$ cat src/rtl/fp16_norm_arb_pkg.sv
// rtl/fp16_norm_arb_pkg.sv - shared constants and response record for the FP16 fraction normalizer
package fp16_norm_arb_pkg;

    localparam int FRAC_W          = 10;
    localparam int EXP_ADJ_W       = 5;
    localparam int LOD_IDX_OFFSET  = 2;
    localparam int NORM_SHIFT_BASE = 12;
    localparam int LOD_IDX_W       = 4;
    localparam int RSP_ID_MAX_W    = 3;

    typedef struct packed {
        logic [RSP_ID_MAX_W-1:0] id;
        logic [FRAC_W-1:0]       frac;
        logic [EXP_ADJ_W-1:0]    exp_adj;
        logic                    zero;
    } norm_rsp_t;

endpackage

$ cat src/rtl/fp16_norm_arb_lod10.sv
// rtl/fp16_norm_arb_lod10.sv - combinational 10-bit leading-one detector
// idx = msb_position + LOD_IDX_OFFSET, or 0 when the input is zero.
module fp16_norm_arb_lod10
    import fp16_norm_arb_pkg::*;
(
    input  logic [FRAC_W-1:0]    frac,
    output logic [LOD_IDX_W-1:0] idx
);

    always_comb begin
        idx = '0;
        for (int p = 0; p < FRAC_W; p++) begin
            if (|(frac & (FRAC_W'(1) << p))) begin
                idx = LOD_IDX_W'(p + LOD_IDX_OFFSET);
            end
        end
    end

endmodule

$ cat src/rtl/fp16_norm_arb.sv
// rtl/fp16_norm_arb.sv - round-robin shared FP16 subnormal fraction normalizer, two-stage pipeline
// Optional: NORM_ARB_PRIO0_EN gives requester 0 strict priority over the round-robin group.
module fp16_norm_arb
    import fp16_norm_arb_pkg::*;
#(
    parameter int NREQ = 4,
    parameter int ID_W = 2
) (
    input  logic                     clk,
    input  logic                     rst,
    input  logic [NREQ-1:0]          req_valid,
    input  logic [NREQ*FRAC_W-1:0]   req_frac,
    output logic [NREQ-1:0]          req_ready,
    output logic                     rsp_valid,
    input  logic                     rsp_ready,
    output logic [ID_W-1:0]          rsp_id,
    output logic [FRAC_W-1:0]        rsp_frac,
    output logic [EXP_ADJ_W-1:0]     rsp_exp_adj,
    output logic                     rsp_zero
);

    localparam logic [ID_W:0] NREQ_V = (ID_W+1)'(NREQ);

    logic [ID_W-1:0]      rr_ptr, rr_base, rr_next, grant_id;
    logic [ID_W:0]        sum, inc;
    logic [NREQ-1:0]      cand, rot;
    logic                 grant_any, accept;
    logic                 s1_v, s1_free, s1_adv, s2_free;
    logic [ID_W-1:0]      s1_id;
    logic [FRAC_W-1:0]    s1_frac, frac_sel, norm_frac;
    logic [LOD_IDX_W-1:0] lod_idx, shift;
    norm_rsp_t            rsp_q;
    logic                 id_hi_unused;

    // Rotate the candidate mask so bit k is requester (rr_base + k) mod NREQ.
    always_comb begin
        cand    = req_valid;
        rr_base = rr_ptr;
`ifdef NORM_ARB_PRIO0_EN
        cand[0] = 1'b0;
        if (rr_ptr == '0) rr_base = ID_W'(1);
`endif
        rot       = NREQ'({cand, cand} >> rr_base);
        grant_any = 1'b0;
        grant_id  = '0;
        sum       = '0;
        for (int k = NREQ-1; k >= 0; k--) begin
            if (|(rot & (NREQ'(1) << k))) begin
                grant_any = 1'b1;
                sum       = {1'b0, rr_base} + (ID_W+1)'(k);
                if (sum >= NREQ_V) sum = sum - NREQ_V;
                grant_id  = sum[ID_W-1:0];
            end
        end
`ifdef NORM_ARB_PRIO0_EN
        if (req_valid[0]) begin
            grant_any = 1'b1;
            grant_id  = '0;
        end
`endif
    end

    always_comb begin
        inc     = {1'b0, grant_id} + (ID_W+1)'(1);
        rr_next = (inc == NREQ_V) ? '0 : inc[ID_W-1:0];
`ifdef NORM_ARB_PRIO0_EN
        if (inc == NREQ_V) rr_next = ID_W'(1);
        if (grant_id == '0) rr_next = rr_ptr;
`endif
    end

    assign s2_free   = !rsp_valid || rsp_ready;
    assign s1_adv    = s1_v && s2_free;
    assign s1_free   = !s1_v || s1_adv;
    assign accept    = grant_any && s1_free && !rst;
    assign req_ready = accept ? (NREQ'(1) << grant_id) : '0;
    assign frac_sel  = FRAC_W'(req_frac >> (grant_id * FRAC_W));

    always_ff @(posedge clk or posedge rst) begin
        if (rst) begin
            rr_ptr  <= '0;
            s1_v    <= 1'b0;
            s1_id   <= '0;
            s1_frac <= '0;
        end else if (accept) begin
            rr_ptr  <= rr_next;
            s1_v    <= 1'b1;
            s1_id   <= grant_id;
            s1_frac <= frac_sel;
        end else if (s1_adv) begin
            s1_v    <= 1'b0;
        end
    end

    fp16_norm_arb_lod10 u_lod10 (
        .frac (s1_frac),
        .idx  (lod_idx)
    );

    // Shifting by 12-idx pushes the leading one just past bit 9, dropping the hidden bit.
    assign shift     = LOD_IDX_W'(NORM_SHIFT_BASE) - lod_idx;
    assign norm_frac = s1_frac << shift;

    always_ff @(posedge clk or posedge rst) begin
        if (rst) begin
            rsp_valid <= 1'b0;
            rsp_q     <= '0;
        end else if (s1_adv) begin
            rsp_valid <= 1'b1;
            if (lod_idx == '0) begin
                rsp_q <= '{id: RSP_ID_MAX_W'(s1_id), frac: '0, exp_adj: '0, zero: 1'b1};
            end else begin
                rsp_q <= '{id: RSP_ID_MAX_W'(s1_id), frac: norm_frac,
                           exp_adj: EXP_ADJ_W'(1) - EXP_ADJ_W'(shift), zero: 1'b0};
            end
        end else if (rsp_ready) begin
            rsp_valid <= 1'b0;
        end
    end

    assign rsp_id       = ID_W'(rsp_q.id);
    assign rsp_frac     = rsp_q.frac;
    assign rsp_exp_adj  = rsp_q.exp_adj;
    assign rsp_zero     = rsp_q.zero;
    assign id_hi_unused = ^rsp_q.id;

endmodule

$ cat config.mk
export PLATFORM = sky130hd
export DESIGN_NAME = fp16_norm_arb
export DESIGN_NICKNAME = d
export VERILOG_FILES = /design/src/rtl/fp16_norm_arb_pkg.sv /design/src/rtl/fp16_norm_arb_lod10.sv /design/src/rtl/fp16_norm_arb.sv
export SDC_FILE = /design/constraint.sdc
export NUM_CORES = 1
export LEC_CHECK = 0
export ABC_CLOCK_PERIOD_IN_PS = 3600
export BUFFER_PORTS_ARGS = -buffer_cell sky130_fd_sc_hd__buf_2
export CORE_AREA = 5 5 75 77
export DETAILED_ROUTE_END_ITERATION = 10
export DIE_AREA = 0 0 80 82
export PLACE_DENSITY = 0.78
export SLEW_MARGIN = 20
export SYNTH_ARGS = -nofsm -noshare
export SYNTH_HDL_FRONTEND = slang
export SYNTH_SLANG_ARGS = --single-unit
$ cat constraint.sdc
create_clock -name clk -period 3.6 [get_ports clk]
set_input_delay 0.18 -clock clk [delete_from_list [all_inputs] [get_ports clk]]
set_output_delay 0.18 -clock clk [all_outputs]
set_load 0.05 [all_outputs]
Word level (Yosys, flattened, before mapping)
Index checks and enable logic that the tools add are counted.

storage, ports and cells
  memory bits (read-only) = 0
  output and inout bits = 23
  RAM bits = 0
  bits in registers = 34
  memories = 0
  bits in latches = 0

cells by class
  magnitude comparators = 4
  add/subtract/negate cells = 10
  bitwise operators = 0
  shifts and indexed selects = 4
  reductions and logical operators = 11
  $mul = 1
  divide/modulo/power cells = 0
  multiplexer cells = 29
  equal/unequal tests = 1

operators by type and width
  cell                                                                   number
  4-bit two-way mux                                                      10
  40-bit by 6-bit >> shifter with 10-bit output                          1
  2-bit two-way mux                                                      10
  16-bit two-way mux                                                     1
  10-bit by 4-bit << shifter with 10-bit output                          1
  3-bit >= comparator, second input constant                             3
  1-bit two-way mux                                                      8
  8-bit by 2-bit >> shifter with 4-bit output                            1
  2-bit by 1-bit subtractor with 2-bit output, second input constant     4
  2-bit by 1-bit adder with 3-bit output, second input constant          2
  2-bit by 2-bit adder with 3-bit output, second input constant          2
  2-bit by 3-bit multiplier with 5-bit output, second input constant     1
  1-bit by 4-bit subtractor with 5-bit output, first input constant      1
  4-bit zero test                                                        1
  2-bit nonzero test                                                     2
  1-bit by 2-bit << shifter with 4-bit output, first input constant      1
  4-bit subtractor, first input constant                                 1
  3-bit == test, second input constant                                   1
  2-bit by 3-bit >= comparator with 1-bit output, second input constant  1
  1-bit logical AND                                                      3
  1-bit zero test                                                        3
  1-bit logical OR                                                       2

Longest topological paths before layout
Gate-level depths: netlist of run 1.

  word-level depth = 13
  depth in mapped cells = 13

Modules after synthesis
A second synthesis of run 1 with hierarchy kept.

second synthesis, totals
  cells, all modules = 204
  area, all modules = 2144.6 µm²

modules (own cells, without submodules)
  module               seq. area each (µm²)  instances  cells an instance  area each (µm²)
  fp16_norm_arb        850.8                 1          189                2065.7
  fp16_norm_arb_lod10  0.0                   1          15                 78.8

Least setup slack after synthesis of run 1
No wires, ideal clock.

  path kind = flip-flop to flip-flop
  from = register s1_frac[6]
  to = register rsp_q (netlist bit rsp_exp_adj[3])
  buffers on the path = 2
  required time = 3.479 ns
  arrival = 2.412 ns
  setup slack = 1.067 ns
  stages on the path, launching flop included = 11
  clock period less this slack = 2.533 ns
  cell sequence = dfrtp_1 -> buf_2 -> nor2_1 -> o211ai_1 -> and2_1 -> ha_1 -> clkbuf_1 -> inv_1 -> ha_1 -> xor2_1 -> a22o_1

between the ends
  longest elaborated chain between the ends = 7
  elaborated cells between the ends (all ways) = 8

ends and longest elaborated chain
  item                                         line                       RTL
  start, declared                              fp16_norm_arb.sv:30        logic [FRAC_W-1:0] s1_frac, frac_sel, norm_frac;
  start signal, assigned                       fp16_norm_arb.sv:89        s1_frac <= frac_sel;
  4-bit two-way mux (*) (4 in a row)           fp16_norm_arb_lod10.sv:13  if (|(frac & (FRAC_W'(1) << p))) begin
  4-bit subtractor                             fp16_norm_arb.sv:101       assign shift = LOD_IDX_W'(NORM_SHIFT_BASE) - lod_idx;
  1-bit by 4-bit subtractor with 5-bit output  fp16_norm_arb.sv:114       exp_adj: EXP_ADJ_W'(1) - EXP_ADJ_W'(shift), zero: 1'b0};
  16-bit two-way mux (*)                       fp16_norm_arb.sv:110       if (lod_idx == '0) begin
  end signal, assigned                         fp16_norm_arb.sv:111       rsp_q <= '{id: RSP_ID_MAX_W'(s1_id), frac: '0, exp_adj: '0, zero: 1'b1};
  end signal, assigned                         fp16_norm_arb.sv:113       rsp_q <= '{id: RSP_ID_MAX_W'(s1_id), frac: norm_frac,
  end, declared                                fp16_norm_arb.sv:32        norm_rsp_t rsp_q;

Every way passes the cells marked *; elsewhere a longest branch is shown, timed or not.
A chain may end at the register's enable or synchronous reset.

Worst setup path in the final report of run 1
  from = register s1_frac[9]
  to = register rsp_q (netlist bit rsp_exp_adj[3])

between the ends
  longest elaborated chain between the ends = 4
  elaborated cells between the ends (all ways) = 5

ends and longest elaborated chain
  item                                         line
  4-bit two-way mux (*)                        fp16_norm_arb_lod10.sv:13
  4-bit subtractor                             fp16_norm_arb.sv:101
  1-bit by 4-bit subtractor with 5-bit output  fp16_norm_arb.sv:114
  16-bit two-way mux (*)                       fp16_norm_arb.sv:110

Marks and branches as above.

==> results by group, run 1 <==
Cells and area
  • Layout cell share with drive strength beyond 1: 36.2%
  • Storage element area: 851 µm²
  • Final Core Density: 59.1%
  • ANT cells: 0
  • Finished Layout Cells: 385
  • Layout Nets: 367
  • # fillers: 455
  • Synth-to-Final Area Change: 20.4%
  • Footprint of the multi-input gates: 1460 µm²

Worst setup path
  • Critical Path End Type: flip-flop
  • Worst setup path category: flip-flop to flip-flop
  • CP startpoint kind: flip-flop
  • CP Max Fanout: 19
  • Critical Path RT: 3780 ps
  • Arrival time at the worst endpoint: 3150 ps

Global routing
  • Met3 Resource Use GR: 4.28%
  • Number of global-route vias before repair: 1994
  • GRT overflow: 0
  • Aggregate global-route resource usage: 17.7%
  • Met2 usage in global routing: 30.0%
  • Grt met1 use: 22.8%
  • Most used routing layer: met2
  • Largest net degree at the start of global routing: 35
  • Global-route wire length before repair: 9170 µm
  • Initial antenna violation count: 0

CTS
  • Num CTS Buffers: 5
  • CTS max path bufs: 2
  • Reg clk slew, reported paths: 70 ps
  • Clock sinks: 34
  • CTS H-Tree Depth: 2
  • CTS tree: built
  • CTS resizes: 0
  • Root Driver: clkbuf_8
  • Clk_lat worst skew: 290 ps
  • Setup Buffers After CTS: 0
  • Hold buffers post-CTS: 0

Floorplan
  • Rows: 26
  • Core area: 4940 µm²
  • Die Width: 80 µm
  • Initial Utilization: 49.1%
  • I/O pin count: 70
  • Die area: 6560 µm²
  • Die H: 82 µm

Route
  • Remaining DRCs: 0
  • Initial DRC Count: 85
  • Total Wirelength: 5310 µm
  • Vias per cell: 5.19
  • Post-route antenna net violation count: 0
  • DRT Pass-1 Iters: 4
  • Routed via count: 2000
  • Wirelength per Cell: 13.8 µm

Yosys
  • Most used DFF post-synth: dfrtp_1
  • Top cells by area, synth: dfrtp_1, mux2i_1, mux2_2
  • Syn Inst Count: 249
  • Sequential-to-total area share from yosys stat: 35.0%
  • Top-area cell type share of the netlist area: 35.0%
  • Synthesized Nets: 302
  • Post-Syn Area per Cell: 9.75 µm²
  • Top-count cell post-synth: dfrtp_1
  • Cell Area, Synth: 2430 µm²
  • Leading area contributor after synthesis: dfrtp_1
  • Fraction of registers with async set or reset after synthesis: 100%
  • Top cells by count, synth: dfrtp_1, mux2i_1, nand2_1
  • Ys Warns: 0
  • Distinct cells, synth: 58
  • Yosys reg bits: 34
  • EDFF count, synth: 0

Job
  • MaxCap Viol Count: 0

STA
  • Hold WS: -5.06 ps
  • FMAX: 0.337 GHz
  • Worst slew margin: 39.2%
  • Setup Viol. Count Final: 0
  • Setup tns final: 0 ps
  • RSZ-0062 raised after global routing: false
  • Post-route minimum period: 2970 ps
  • Final Max Slew Viols: 0
  • Final critical-path share of the clock period: 82.4%
  • Clock Skew: 7.12 ps
  • Final hold violations: 8
  • Measured slew at the worst slew-check pin: 912 ps

Pwr
  • Clock share of power: 11.9%
  • Pwr dens: 1010 nW/µm²
  • Register share of total power: 26.1%
  • Max VDD drop: 415 µV
  • Switching Fraction: 51.0%
  • Leak: 1.39 nW
  • Power share of the combinational group: 62.0%
  • Sw Pwr: 1.51 mW
  • Int Power: 1.45 mW

Place
  • PortBufs: 69
  • DP Wirelength: 4080 µm
  • Routability congestion estimate: 0.850
  • Placed insts: 377

Outcome
  • Status: complete, but fails checks
  • Failing checks: hold timing

Worst hold path
  • HP Class: input pin to async pin
==> path summary, 6_finish.rpt <==
check	slack, ps	cells after the start	end	start
worst min register to register	470	2	rsp_frac[1]	rsp_frac[1]
max in group asynchronous	3300	3	s1_frac[8]	rst
worst max register to register	630	8	rsp_exp_adj[3]	s1_frac[9]
worst max-delay path	630	8	rsp_exp_adj[3]	s1_frac[9]
min in group clk	120	2	s1_v	rst
worst min-delay path	-5	3	rsp_valid	rst
==> sequential cells by signal, summed over array words and instances (netlist names) <==
signal and count:
rsp_zero 1, s1_v 1, rsp_frac 10, rsp_id 2
rsp_valid 1, s1_frac 10, s1_id 2, rr_base 2
rsp_exp_adj 5
==> power by group through the flow <==
stage	clock network (mW)	logic (mW)	registers, mW
after floorplan	0	1.28	0.998
after global placement	0	1.80	0.768
after detailed placement	0	1.83	0.780
after CTS	0.360	1.84	0.773
after global routing	0.376	2.01	0.809
final	0.352	1.84	0.774
==> worst max-delay path: stages (launching register included) <==
cell	delay, ps
dfrtp_1	640
nand2b_1	320
o211ai_1	140
and2_1	200
ha_1	650
inv_1	270
ha_1	280
xor2_1	160
a22o_1	210
==> routing by layer <==
layer  vias to the layer above  wire [µm]
met5                         -          0
met4                         0         37
met3                         5        325
met2                        63       2500
met1                       902       2440
li1                       1030          -
==> cells in the final DEF, fill, tap and decap left out, types with 5 or more instances in the layout <==
cell and instances:
nand3_1 6, inv_1 7, nand2_1 22, and2_1 6
a22o_1 5, dfrtp_1 34, buf_4 5, nand2b_1 7
nor3_1 5, mux2_2 12, ha_1 6, mux2i_1 31
nor2b_1 6, clkbuf_8 5, buf_2 69, a21oi_1 12
nor2_1 19, o21ai_0 5
==> logic make-up after synthesis <==
| group | count (synthesis) | synth area share (%) |
|---|---|---|
| flops | 34 | 35.0 |
| fa+ha+maj | 6 | 3.09 |
| mux | 43 | 18.3 |
| buf+inv | 24 | 5.25 |
| simple gates | 84 | 19.2 |
| compound gates | 56 | 17.6 |
| xor+xnor | 2 | 1.49 |
==> metrics by stage <==
stage / setup slack [ps] / instance area (µm²) / total power, mW
after floorplan: 1070 / 2430 / 2.27
after global placement: 763 / 2810 / 2.57
after detailed placement: 644 / 2810 / 2.61
after CTS: 641 / 2920 / 2.97
after global routing: 423 / 2920 / 3.20
final: 633 / 2920 / 2.96
==> layout make-up <==
class | instances | area share [%]
Timing Repair Buffer | 74 | 13.1
Clock inverter | 3 | 1.54
Tap cell | 70 | 3.00
Clock buffer | 5 | 2.35
Multi-Input combinational cell | 191 | 49.8
Sequential cell | 34 | 29.1
Inverter | 8 | 1.11
Power figures use the tool's default switching activity.
==> inputs of run 2 (changes only) <==
--- a/config.mk
+++ b/config.mk
@@ -5,12 +5,12 @@
 export SDC_FILE = /design/constraint.sdc
 export NUM_CORES = 1
 export LEC_CHECK = 0
-export ABC_CLOCK_PERIOD_IN_PS = 3600
+export ABC_CLOCK_PERIOD_IN_PS = 2590
 export BUFFER_PORTS_ARGS = -buffer_cell sky130_fd_sc_hd__buf_2
-export CORE_AREA = 5 5 75 77
+export CORE_AREA = 5 5 78 80
 export DETAILED_ROUTE_END_ITERATION = 10
-export DIE_AREA = 0 0 80 82
-export PLACE_DENSITY = 0.78
+export DIE_AREA = 0 0 83 85
+export PLACE_DENSITY = 0.75
 export SLEW_MARGIN = 20
 export SYNTH_ARGS = -nofsm -noshare
 export SYNTH_HDL_FRONTEND = slang
==> constraint.sdc (replaced) <==
create_clock -name clk -period 2.59 [get_ports clk]
set_input_delay 0.1295 -clock clk [delete_from_list [all_inputs] [get_ports clk]]
set_output_delay 0.1295 -clock clk [all_outputs]
set_load 0.05 [all_outputs]
==> run 2 against run 1 <==
Net effect:
- critical path type unchanged
- register-to-register slack got worse by 360 ps
- the flow now finishes without violations
- count of clock-buffer cells in the layout unchanged
- non-clock buffer count increased by 11
- critical endpoint unchanged
- clock skew increased by 1.0 ps
- final cell count increased by 3.4%
==> results by group, run 2 (synthesized netlist as in run 1, its figures left out) <==
Cells and area
  • Final Instance Area: 3050 µm²
  • Finished Layout Cells: 398
  • Synth-to-Final Area Change: 25.5%
  • Layout cell share with drive strength beyond 1: 38.0%
  • Commonest non-fill, non-tap cell in the layout: buf_2
  • Layout Nets: 378
  • ANT cells: 0
  • Most frequent cells in the layout: buf_2, dfrtp_1, mux2i_1, nand2_1, nor2_1

Worst setup path
  • CP startpoint kind: flip-flop
  • RR Startpoint: s1_frac[2]
  • Critical Path End Type: flip-flop
  • RR Endpoint: rsp_exp_adj[3]
  • Critical Path RT: 2780 ps
  • FF-to-FF setup slack: 280 ps
  • Reg2reg path depth: 9
  • Worst setup path category: flip-flop to flip-flop
  • Critical path launch point: s1_frac[2]
  • Arrival time at the worst endpoint: 2500 ps
  • CP Max Fanout: 7

STA
  • Post-route minimum period: 2310 ps
  • Clock Skew: 8.14 ps
  • RSZ-0062 raised after global routing: false
  • Setup Viol. Count Final: 0
  • Final worst slack: 275 ps
  • FMAX: 0.432 GHz
  • Measured slew at the worst slew-check pin: 617 ps
  • Setup tns final: 0 ps
  • Final hold violations: 0
  • Worst slew margin: 58.8%
  • Final Max Slew Viols: 0
  • Final critical-path share of the clock period: 89.4%

Floorplan
  • Die H: 85 µm
  • Core area: 5340 µm²
  • Initial Utilization: 45.5%
  • Die area: 7060 µm²
  • I/O pin count: 70
  • Die Width: 83 µm
  • Rows: 27

Place
  • Pre-CTS setup slack: 281 ps
  • Placed insts: 389
  • Placed inst area: 2900 µm²
  • PortBufs: 69
  • DP Wirelength: 4410 µm
  • Routability congestion estimate: 0.888

CTS
  • Root Driver: clkbuf_8
  • CTS tree: built
  • Setup Buffers After CTS: 0
  • Hold buffers post-CTS: 1
  • CTS max path bufs: 2
  • Reg clk slew, reported paths: 80 ps
  • CTS resizes: 0
  • Num CTS Buffers: 5
  • CTS H-Tree Depth: 2
  • Clk_lat worst skew: 290 ps
  • Clock sinks: 34

Route
  • DRT Pass-1 Iters: 4
  • Vias per cell: 5.21
  • Post-route antenna net violation count: 0
  • Routed via count: 2074
  • Remaining DRCs: 0
  • Wirelength per Cell: 14.0 µm
  • Initial DRC Count: 81
  • Total Wirelength: 5580 µm

Pwr
  • Pwr dens: 1440 nW/µm²
  • Leak: 1.46 nW
  • Max VDD drop: 521 µV

Global routing
  • Aggregate global-route resource usage: 16.4%
  • Largest net degree at the start of global routing: 22
  • GRT overflow: 0
  • Global-route wire length before repair: 9600 µm
  • Initial antenna violation count: 0
  • Number of global-route vias before repair: 2019

Worst hold path
  • HP Class: input pin to flip-flop
  • Min-Delay Path Depth: 4
  • Worst Hold End: s1_v
  • Hold_sp: rsp_ready

Outcome
  • Status: complete, no violations

Job
  • MaxCap Viol Count: 0
## run 2: changes by cell type in the layout (fill, tap and decap cells not counted)
| cell | before | now |
|---|---|---|
| buf_12 | 0 | 1 |
| clkinv_4 | 0 | 1 |
| buf_4 | 5 | 14 |
| dlygate4sd3_1 | 0 | 1 |
| clkinvlp_4 | 2 | 0 |
| bufinv_16 | 1 | 2 |
## run 2: routing by layer
layer / GRT usage (%) / share of wire [%]
met5: 0 / 0
met4: 4.46 / 1.1
met3: 4.56 / 6.7
met2: 25.7 / 47
met1: 22.5 / 45
## run 2: critical path, stage by stage, from the launching register on
cell	delay [ps]
dfrtp_1	440
and2b_2	240
o211ai_1	190
and2_1	190
ha_1	280
xor2_4	270
inv_4	60
ha_1	190
xor2_1	160
a22o_1	200
## run 2: how the worst max path moves through the flow
stage | endpoint | slack, ps
after floorplan | rsp_exp_adj[3] | 60
after global routing | rsp_frac[9] | 40
after global placement | rsp_exp_adj[3] | 350
after CTS | rsp_exp_adj[3] | 270
final | rsp_exp_adj[3] | 280
after detailed placement | rsp_exp_adj[3] | 280
## run 2: area by class of cell
| type | instances | area [µm²] |
|---|---|---|
| sequential | 34 | 851 |
| timing repair buffer | 85 | 480 |
| clock inverter | 3 | 68.8 |
| tap | 72 | 90.1 |
| fill | 492 | 2290 |
| multi-input combinational | 191 | 1460 |
| inverter | 8 | 32.5 |
| clock buffer | 5 | 68.8 |
## run 2: through the flow
step	hold slack (ps)	power (mW)	utilization, %
3_3_place_gp	247	3.78	54.3
3_5_place_dp	258	3.81	54.3
6_report	128	4.40	57.1
5_1_grt	167	4.75	57.1
4_1_cts	123	4.42	57.1
2_1_floorplan	241	3.16	-
## run 2: report_power, final
part	switching, mW	internal (mW)	leakage (nW)
Clock	0.207	0.386	0.0683
Sequential	0.215	0.771	0.409
Combinational	1.73	1.09	0.986
==> inputs of run 3 (changes only) <==
--- a/config.mk
+++ b/config.mk
@@ -7,11 +7,14 @@
 export LEC_CHECK = 0
 export ABC_CLOCK_PERIOD_IN_PS = 2590
 export BUFFER_PORTS_ARGS = -buffer_cell sky130_fd_sc_hd__buf_2
-export CORE_AREA = 5 5 78 80
+export CORE_AREA = 5 5 75 77
 export DETAILED_ROUTE_END_ITERATION = 10
-export DIE_AREA = 0 0 83 85
-export PLACE_DENSITY = 0.75
+export DIE_AREA = 0 0 80 82
+export PLACE_DENSITY = 0.74
+export RECOVER_POWER = 50
 export SLEW_MARGIN = 20
 export SYNTH_ARGS = -nofsm -noshare
 export SYNTH_HDL_FRONTEND = slang
+export SYNTH_HIERARCHICAL = 1
 export SYNTH_SLANG_ARGS = --single-unit
+export TNS_END_PERCENT = 100
==> run 3 against run 2 <==
Net effect:
- the flow now finishes with violations (capacitance limit, slew limit)
- routed wire length decreased by 14%
- sequential power decreased by 2.9%
- die area decreased by 7.0%
- via count decreased by 12%
- synthesized area decreased by 12%
- non-clock buffer count decreased by 4
- hold slack improved by 10 ps
- global-route usage decreased by 0.49 points
- total power decreased by 6.1%
==> results by group, run 3 <==
Floorplan
  • Die area: 6560 µm²
  • I/O pin count: 70
  • Core area: 4940 µm²
  • Die Width: 80 µm
  • Initial Utilization: 43.4%
  • Rows: 26
  • Die H: 82 µm

CTS
  • CTS tree: built
  • CTS resizes: 0
  • Clk_lat worst skew: 290 ps
  • CTS max path bufs: 2
  • Reg clk slew, reported paths: 70 ps
  • Root Driver: clkbuf_8
  • CTS H-Tree Depth: 2
  • Clock sinks: 34
  • Num CTS Buffers: 5

Worst setup path
  • Critical path's top delay family: compound AO/OA/AOI/OAI gates
  • Arrival time at the worst endpoint: 2600 ps
  • Worst path bufs/invs: 1
  • Slowest CP cell: mux4_2
  • CP startpoint kind: flip-flop
  • Worst path cell trace: nor2_1, a221oi_2, o31ai_4, inv_4, ha_4, mux4_2, a211oi_2, a21oi_1, a22o_1
  • Critical Path End Type: flip-flop
  • CP peak stage delay: 500 ps
  • CP Max Fanout: 4
  • Worst setup path category: flip-flop to flip-flop
  • Critical Path RT: 2760 ps

Place
  • PortBufs: 69
  • DP Wirelength: 3740 µm
  • Placed inst area: 2630 µm²
  • Routability congestion estimate: 0.822

Global routing
  • GRT overflow: 0
  • Largest net degree at the start of global routing: 35
  • Number of global-route vias before repair: 1862
  • Initial antenna violation count: 0
  • Aggregate global-route resource usage: 16.0%
  • Global-route wire length before repair: 8290 µm

Yosys
  • Top-count cell post-synth: dfrtp_1
  • Leading area contributor after synthesis: dfrtp_1
  • Post-Syn Area per Cell: 10.5 µm²
  • Top cells by area, synth: dfrtp_1, mux2i_1, mux4_2
  • Most used DFF post-synth: dfrtp_1
  • Cell Area, Synth: 2140 µm²
  • Sequential-to-total area share from yosys stat: 39.7%
  • Syn Inst Count: 204
  • EDFF count, synth: 0
  • Yosys reg bits: 34
  • Ys Warns: 6
  • Fraction of registers with async set or reset after synthesis: 100%
  • Distinct cells, synth: 51
  • Synthesized Nets: 254
  • Top-area cell type share of the netlist area: 39.7%
  • Top cells by count, synth: dfrtp_1, mux2i_1, nand2_1

Cells and area
  • # fillers: 477
  • Most frequent cells in the layout: buf_2, dfrtp_1, mux2i_1, nand2_1, nor2_1
  • Layout cell share with drive strength beyond 1: 35.0%
  • Commonest non-fill, non-tap cell in the layout: buf_2
  • ANT cells: 0
  • Final Instance Area: 2730 µm²
  • Synth-to-Final Area Change: 27.1%
  • Layout Nets: 332

STA
  • Setup tns final: 0 ps
  • Hold WS: 138 ps
  • Final Max Slew Viols: 35
  • Final critical-path share of the clock period: 93.8%
  • Worst slew margin: -17.6%
  • Clock Skew: 7.54 ps
  • Setup Viol. Count Final: 0
  • Final hold violations: 0
  • RSZ-0062 raised after global routing: false
  • FMAX: 0.412 GHz
  • Measured slew at the worst slew-check pin: 1760 ps
  • Post-route minimum period: 2430 ps

Worst hold path
  • HP Class: input pin to flip-flop

Route
  • Wirelength per Cell: 13.5 µm
  • Remaining DRCs: 0
  • DRT Pass-1 Iters: 4
  • Total Wirelength: 4770 µm
  • Vias per cell: 5.17
  • Routed via count: 1825
  • Initial DRC Count: 53
  • Post-route antenna net violation count: 0

Pwr
  • Leak: 1.34 nW
  • Max VDD drop: 549 µV
  • Pwr dens: 1520 nW/µm²
  • Total Power: 4.13 mW

Job
  • MaxCap Viol Count: 1

Outcome
  • Status: complete, but fails checks
  • Failing checks: capacitance limit, slew limit
-- run 3: metal layers --
layer | GRT usage (%) | up-vias | part of all wire (%)
met5 | 0 | - | 0
met4 | 4.56 | 0 | 1.2
met3 | 4.82 | 6 | 8.0
met2 | 26.7 | 69 | 46
met1 | 20.0 | 833 | 45
li1 | - | 917 | -
-- run 3: final timing paths --
path	depth (start not counted)	from	endpoint	slack (ps)
setup / recovery	9	s1_frac[4]	rsp_frac[8]	160
hold / removal	3	req_frac[39]	s1_frac[9]	140
setup reg to reg	9	s1_frac[4]	rsp_frac[8]	160
hold reg to reg	2	rsp_frac[0]	rsp_frac[0]	480
max in group asynchronous	4	rst	rsp_frac[2]	570
min in group asynchronous	4	rst	rr_base[1]	1000
-- run 3: worst reg2reg max path, delay by kind of cell, from the launching register on --
| family | cells | cell delay (ps) |
|---|---|---|
| AO/OA/AOI/OAI | 5 | 900 |
| multiplexers | 1 | 500 |
| flip-flops | 1 | 400 |
| adder cells (fa/ha/maj) | 1 | 290 |
| AND/OR/NAND/NOR | 1 | 140 |
| buffers and inverters | 1 | 80 |
-- run 3: what timing repair did --
action / CTS / global route
hold buffers: 1 / 0
setup buffers: 0 / 0
hold endpoints to repair: 34 / 0
-- run 3: final cells by class --
class	count	area [µm²]	area share (%)
clock buffer	8	110	4.04
inverter	10	40.0	1.47
multi-input combinational	150	1220	44.6
sequential	34	851	31.2
tap	70	87.6	3.21
timing repair buffer	81	422	15.5
-- run 3: cell families (layout without fill, tap and decap cells) --
kind of cell               count (synthesis)  count (layout)  synth area share [%]
buffers and inverters                     20              99                  4.78
muxes                                     34              34                  19.8
xor gates and xnor gates                   4               4                  1.98
DFF                                       34              34                  39.7
and+or+nand+nor                           59              59                  13.6
AOI/OAI and AO/OA                         50              50                  18.4
adders and majority gates                  3               3                  1.75
-- run 3: power breakdown --
part	internal [mW]	switching [mW]
sequential	0.752	0.204
combinational	1.17	1.55
clock	0.268	0.187
-- run 3: through the flow --
step	util (%)	setup slack (ps)	std cells
after floorplan	-	14.9	204
after global placement	53.1	231	344
after detailed placement	53.1	159	344
after CTS	55.5	134	353
after global routing	55.1	26.6	353
final	55.1	162	353
